## config.mk

```make
export PLATFORM = sky130hd
export DESIGN_NAME = cnt_capture_flat
export DESIGN_NICKNAME = d
export VERILOG_FILES = /design/src/rtl/cnt_capture_pkg.sv /design/src/rtl/cnt_capture_if.sv /design/src/rtl/cnt_capture_fifo.sv /design/src/rtl/cnt_capture.sv /design/src/flat_wrapper.sv
export SDC_FILE = /design/constraint.sdc
export NUM_CORES = 1
export LEC_CHECK = 0
export BUFFER_PORTS_ARGS = -buffer_cell sky130_fd_sc_hd__buf_2
export CORE_ASPECT_RATIO = 0.7
export CORE_MARGIN = 2
export CORE_UTILIZATION = 50
export DETAILED_ROUTE_END_ITERATION = 10
export HOLD_SLACK_MARGIN = 0.06
export PLACE_DENSITY_LB_ADDON = 0.08
export RECOVER_POWER = 100
export SKIP_LAST_GASP = 1
export SLEW_MARGIN = 20
export SYNTH_ARGS = -nofsm -noshare
export SYNTH_HDL_FRONTEND = slang
export SYNTH_SLANG_ARGS = --single-unit
```

## constraint.sdc

```tcl
create_clock -name clk -period 6.49 [get_ports clk]
set_input_delay 0.649 -clock clk [delete_from_list [all_inputs] [get_ports clk]]
set_output_delay 0.649 -clock clk [all_outputs]
set_load 0.05 [all_outputs]
```

## src/rtl/cnt_capture_pkg.sv

```systemverilog
// cnt_capture_pkg: shared types and defaults for the counter capture block
package cnt_capture_pkg;
    localparam int DEFAULT_CNT_W = 8;
    typedef struct packed {
        logic [DEFAULT_CNT_W-1:0] data;
        logic [DEFAULT_CNT_W-1:0] delta;
    } cap_entry_t;
endpackage

```

## src/rtl/cnt_capture_if.sv

```systemverilog
// cnt_capture_if: valid/ready stream carrying timestamp and delta
interface cnt_capture_if import cnt_capture_pkg::*; #(parameter int W = DEFAULT_CNT_W);
    logic [W-1:0] data;
    logic [W-1:0] delta;
    logic         valid;
    logic         ready;
    modport master (output data, delta, valid, input ready);
    modport slave  (input data, delta, valid, output ready);
endinterface

```

## src/rtl/cnt_capture_fifo.sv

```systemverilog
// cnt_capture_fifo: show-ahead synchronous FIFO with extra-MSB pointers
module cnt_capture_fifo import cnt_capture_pkg::*; #(
    parameter int  DEPTH = 4,
    parameter type T     = cap_entry_t
) (
    input  logic                     clk,
    input  logic                     rst_n,
    input  logic                     push,
    input  logic                     pop,
    input  T                         wdata,
    output T                         rdata,
    output logic                     full,
    output logic                     empty,
    output logic [$clog2(DEPTH):0]   level
);
    localparam int AW = $clog2(DEPTH);
    T           mem [DEPTH];
    logic [AW:0] wr_ptr, rd_ptr;
    logic        do_push, do_pop;
    assign do_pop  = pop & ~empty;
    assign do_push = push & (~full | do_pop);
    assign empty   = wr_ptr == rd_ptr;
    assign full    = wr_ptr == {~rd_ptr[AW], rd_ptr[AW-1:0]};
    assign level   = wr_ptr - rd_ptr;
    assign rdata   = mem[rd_ptr[AW-1:0]];
    always_ff @(posedge clk or negedge rst_n) begin
        if (!rst_n) begin
            wr_ptr <= '0;
            rd_ptr <= '0;
            for (int i = 0; i < DEPTH; i++) mem[i] <= '0;
        end else begin
            if (do_push) begin
                mem[wr_ptr[AW-1:0]] <= wdata;
                wr_ptr <= wr_ptr + 1'b1;
            end
            if (do_pop) rd_ptr <= rd_ptr + 1'b1;
        end
    end
endmodule

```

## src/rtl/cnt_capture.sv

```systemverilog
// cnt_capture: timestamps trigger rising edges with modular delta into a FIFO
module cnt_capture import cnt_capture_pkg::*; #(
    parameter int CNT_W   = DEFAULT_CNT_W,
    parameter int DEPTH   = 4,
    parameter bit INC_DEC = 1'b1
) (
    input  logic                   clk,
    input  logic                   rst_n,
    input  logic [CNT_W-1:0]       cnt_i,
    input  logic                   trig_i,
    input  logic                   clr_ovf_i,
    cnt_capture_if.master          out,
    output logic                   overflow,
    output logic [$clog2(DEPTH):0] level
);
    typedef struct packed {
        logic [CNT_W-1:0] data;
        logic [CNT_W-1:0] delta;
    } entry_t;
    logic             trig_d, first, rise, push, pop, drop, full, empty;
    logic [CNT_W-1:0] last_cap, delta;
    entry_t           head;
    assign rise  = trig_i & ~trig_d;
    assign pop   = ~empty & out.ready;
    assign push  = rise & (~full | pop);
    assign drop  = rise & full & ~pop;
    assign delta = first ? '0 : INC_DEC ? cnt_i - last_cap : last_cap - cnt_i;
    assign out.valid = ~empty;
    assign out.data  = head.data;
    assign out.delta = head.delta;
    // trig_d resets high so a trigger already asserted at reset release is ignored
    always_ff @(posedge clk or negedge rst_n) begin
        if (!rst_n) begin
            trig_d   <= 1'b1;
            first    <= 1'b1;
            last_cap <= '0;
            overflow <= 1'b0;
        end else begin
            trig_d   <= trig_i;
            overflow <= drop | (overflow & ~clr_ovf_i);
            if (push) begin
                last_cap <= cnt_i;
                first    <= 1'b0;
            end
        end
    end
    cnt_capture_fifo #(.DEPTH(DEPTH), .T(entry_t)) u_fifo (
        .clk   (clk),
        .rst_n (rst_n),
        .push  (push),
        .pop   (pop),
        .wdata ('{data: cnt_i, delta: delta}),
        .rdata (head),
        .full  (full),
        .empty (empty),
        .level (level)
    );
`ifdef ASSERTS_SV
    a_no_push_full: assert property (@(posedge clk) disable iff (!rst_n) !(push && full && !pop));
    a_level_max:    assert property (@(posedge clk) disable iff (!rst_n) level <= DEPTH);
    a_valid_known:  assert property (@(posedge clk) disable iff (!rst_n) !$isunknown(out.valid));
    a_head_hold:    assert property (@(posedge clk) disable iff (!rst_n)
                        out.valid && !out.ready |=> $stable(out.data) && $stable(out.delta));
`endif
endmodule
```

## src/flat_wrapper.sv

```systemverilog
// flat-port wrapper written by rule: the top's interface ports become plain ports
module cnt_capture_flat import cnt_capture_pkg::*;
#(
    parameter int CNT_W   = DEFAULT_CNT_W,
    parameter int DEPTH   = 4,
    parameter bit INC_DEC = 1'b1
)
  (clk, rst_n, cnt_i, trig_i, clr_ovf_i, overflow, level, out_data, out_delta, out_valid, out_ready);
  cnt_capture_if out_i ();
  input  logic clk;
  input  logic rst_n;
  input  logic [CNT_W-1:0] cnt_i;
  input  logic trig_i;
  input  logic clr_ovf_i;
  output logic overflow;
  output logic [$clog2(DEPTH):0] level;
  output wire logic [$bits(out_i.data)-1:0] out_data;
  output wire logic [$bits(out_i.delta)-1:0] out_delta;
  output wire logic [$bits(out_i.valid)-1:0] out_valid;
  input wire logic [$bits(out_i.ready)-1:0] out_ready;
  assign out_data = out_i.data;
  assign out_delta = out_i.delta;
  assign out_valid = out_i.valid;
  assign out_i.ready = out_ready;
  cnt_capture #(.CNT_W(CNT_W), .DEPTH(DEPTH), .INC_DEC(INC_DEC)) u_core (.clk(clk), .rst_n(rst_n), .cnt_i(cnt_i), .trig_i(trig_i), .clr_ovf_i(clr_ovf_i), .out(out_i), .overflow(overflow), .level(level));
endmodule
```

==> impl_metrics.csv <==
group,metric,value,unit
run_status,status,"finished, final reports clean",
timing,worst_pin_slew,1.08,ns
route,vias_per_cell,5.43,
placed_design,numPortBuffers,33,
critical_path,start_kind,"flop",
clock_network,htreeDepth,3,
yosys,yosys.area.top_type,"dfrtp_1",
timing,setup-tns-final,0,ns
placed_design,dp_slack,3.26,ns
yosys,synth_cell_type_count,38,
die,core-area,7450,um^2
die,dieArea,8560,um^2
cells_and_area,fillers,635,
yosys,synthCells,312,
clock_network,holdBufCountCts,0,
yosys,synth_top_area_share,50.5,%
min_path,hold_path_class,"in2async",
route,wirelength,7.33,mm
clock_network,clkSinkCount,81,
timing,final-max-slew-violation-count,0,
critical_path,crit_slowest_cell,"dfrtp_1",
job,cap_violations,0,
clock_network,cts_tree,"built",
global_routing,grt-ovfl-total,0,
yosys,seq_area_frac_synth,51.9,%
critical_path,cp_common_cell,"nand2_1",
die,initial_core_util,52.5,%
clock_network,clockBufferDepth,2,
critical_path,crit_family,"flip-flops",
clock_network,cts_resized,0,
yosys,syn_area_per_cell,12.5,um^2
timing,fmax,288,MHz
cells_and_area,drive_above_1_share,25.1,%
critical_path,crit_fanout,23,
yosys,synthTopCellsByArea,"dfrtp_1, mux2_2, mux4_2",
route,drc,0,
yosys,synth_compound_area_share,8.03,%
timing,worst_slack,3.01,ns
clock_network,post_cts_buffers,0,
timing,fin_crit,3.48,ns
global_routing,grt_pass1_wl,12.3,mm
yosys,ys_ff_latch,81,
yosys,synthAdderAreaFrac,5.82,%
timing,setup_viol,0,
critical_path,end_kind,"flop",
critical_path,path_cells,"inv_1 -> ha_1 -> nand2_1 -> o31a_1 -> nand2_1 -> mux2_2",
yosys,synth_top_family_by_area,"multiplexers",
critical_path,path_buf_inv,1,
critical_path,arrival,3.72,ns
yosys,synth_area,3910,um^2
timing,maxSlewHeadroom,27.6,%
route,ant_nets,0,
global_routing,grt_pass1_vias,2415,
timing,min_period_over_period,53.6,%
placed_design,hpwl,4.81,mm
die,io_pins,34,
die,die_x,110,um
yosys,synthSimpleGateAreaFrac,7.90,%
global_routing,grt_usage,19.4,%
timing,finClkSkew,0.00842,ns
clock_network,clock-root-buffer,"clkbuf_8",
yosys,synth.area.mux_share,20.4,%
route,dr.pass1.iters,4,
route,drtIter0Drc,113,
placed_design,place_congestion,0.857,
global_routing,antenna_found_initial,0,
cells_and_area,antenna_cells,0,
global_routing,grt_max_degree,82,
cells_and_area,area_delta_synth_final,10.1,%
clock_network,clkTransAtPathRegs,0.08,ns
clock_network,clkLatencyLatePin,0.36,ns
die,dieHeight,78.0,um
critical_path,path_class,"reg2reg",
yosys,synth_warnings,0,
yosys,synthesis.nets,342,
timing,hold_viol,0,
cells_and_area,nets,372,
timing,rsz0062_at_grt,"no",
route,num_vias,2416,
route,routedWlPerCell,16.5,um
critical_path,critPathRequiredTime,6.74,ns
yosys,synth-xor-area-share,2.01,%
cells_and_area,final_core_util,57.8,%
clock_network,cts_buffers,9,
die,row_count,26,
critical_path,max_stage_delay,0.97,ns
final timing paths:
kind                       slack (ns)  depth (start not counted)                                 from                           endpoint
setup / recovery                 3.01                          6  u_core.u_fifo.rd_ptr[1]$_DFFE_PN0P_  u_core.u_fifo.mem[31]$_DFFE_PN0P_
hold / removal                   0.32                          1                                rst_n  u_core.u_fifo.mem[49]$_DFFE_PN0P_
setup reg to reg                 3.01                          6  u_core.u_fifo.rd_ptr[1]$_DFFE_PN0P_  u_core.u_fifo.mem[31]$_DFFE_PN0P_
hold reg to reg                  0.48                          2    u_core.u_fifo.mem[20]$_DFFE_PN0P_  u_core.u_fifo.mem[20]$_DFFE_PN0P_
max in group asynchronous        5.67                          1                                rst_n  u_core.u_fifo.mem[10]$_DFFE_PN0P_
min in group clk                 0.39                          1                               trig_i            u_core.trig_d$_DFF_PN1_
layout by cell type, fill, tap and decap left out, types with 4 or more instances in the layout:
cell,instances
ha_1,15
nor2b_1,4
nor2_1,5
clkbuf_1,21
o21ai_0,35
inv_1,16
nand2_1,43
mux4_2,16
mux2_2,39
xnor2_1,7
dfrtp_1,79
buf_2,11
o31ai_1,4
clkbuf_8,11
routing by layer:
layer / track usage, % / up-vias / wire length [um]
li1: - / 1159 / -
met1: 28.1 / 1201 / 3760
met2: 27.2 / 45 / 3140
met3: 6.23 / 11 / 311
met4: 7.09 / 0 / 118
met5: 0 / - / 0
layout make-up:
type | instances | area [um^2] | area share (%)
Sequential cell | 81 | 2030 | 47.1
Multi-Input combinational cell | 200 | 1720 | 39.8
Timing Repair Buffer | 34 | 153 | 3.54
Clock buffer | 11 | 151 | 3.51
Tap cell | 98 | 123 | 2.85
Clock inverter | 5 | 77.6 | 1.80
Inverter | 16 | 60.1 | 1.39
through the flow:
stage	instances	hold WS (ns)	instance area [um^2]
floorplan	312	0.353	3910
global placement	429	0.456	4120
detailed placement	429	0.466	4120
CTS	445	0.375	4350
global route	445	0.374	4310
finish	445	0.321	4310
state kept, by name, indices dropped and copies added, names as in the netlist:
signal / count
u_core.u_fifo.wr_ptr: 3
u_core.first: 1
u_core.overflow: 1
u_core.u_fifo.mem: 64
u_core.last_cap: 8
u_core.trig_d: 1
u_core.u_fifo.rd_ptr: 3
synthesized netlist by cell type:
library cell / instances
xnor2_1: 7
nor4bb_1: 1
nand2_4: 1
o21ai_0: 35
clkbuf_1: 4
a21o_1: 1
a21oi_1: 1
nor2_1: 5
or2_2: 1
buf_6: 3
a221o_1: 1
mux2_2: 39
nand3_1: 2
nand2_1: 42
nand3_2: 1
or3_1: 2
a311oi_1: 2
buf_4: 2
o31a_1: 1
o31a_2: 1
nor2b_1: 4
o31ai_1: 4
nor4b_1: 1
fa_1: 2
inv_1: 16
mux4_2: 16
o22ai_1: 1
ha_1: 15
nor4_1: 2
a211oi_1: 3
nor3b_1: 1
dfstp_2: 2
buf_2: 6
xor2_1: 2
a31oi_1: 1
dfrtp_1: 79
nand2b_1: 3
o21a_1: 2
kinds of logic after synthesis:
logic type | after synthesis
flops | 81
simple gates | 66
mux | 55
compound gates | 53
buf+inv | 31
fa+ha+maj | 17
xor+xnor | 9
Power is left out: the tool's default activity adds up to more than one toggle a clock period on the data nets, which glitch-free logic cannot reach.
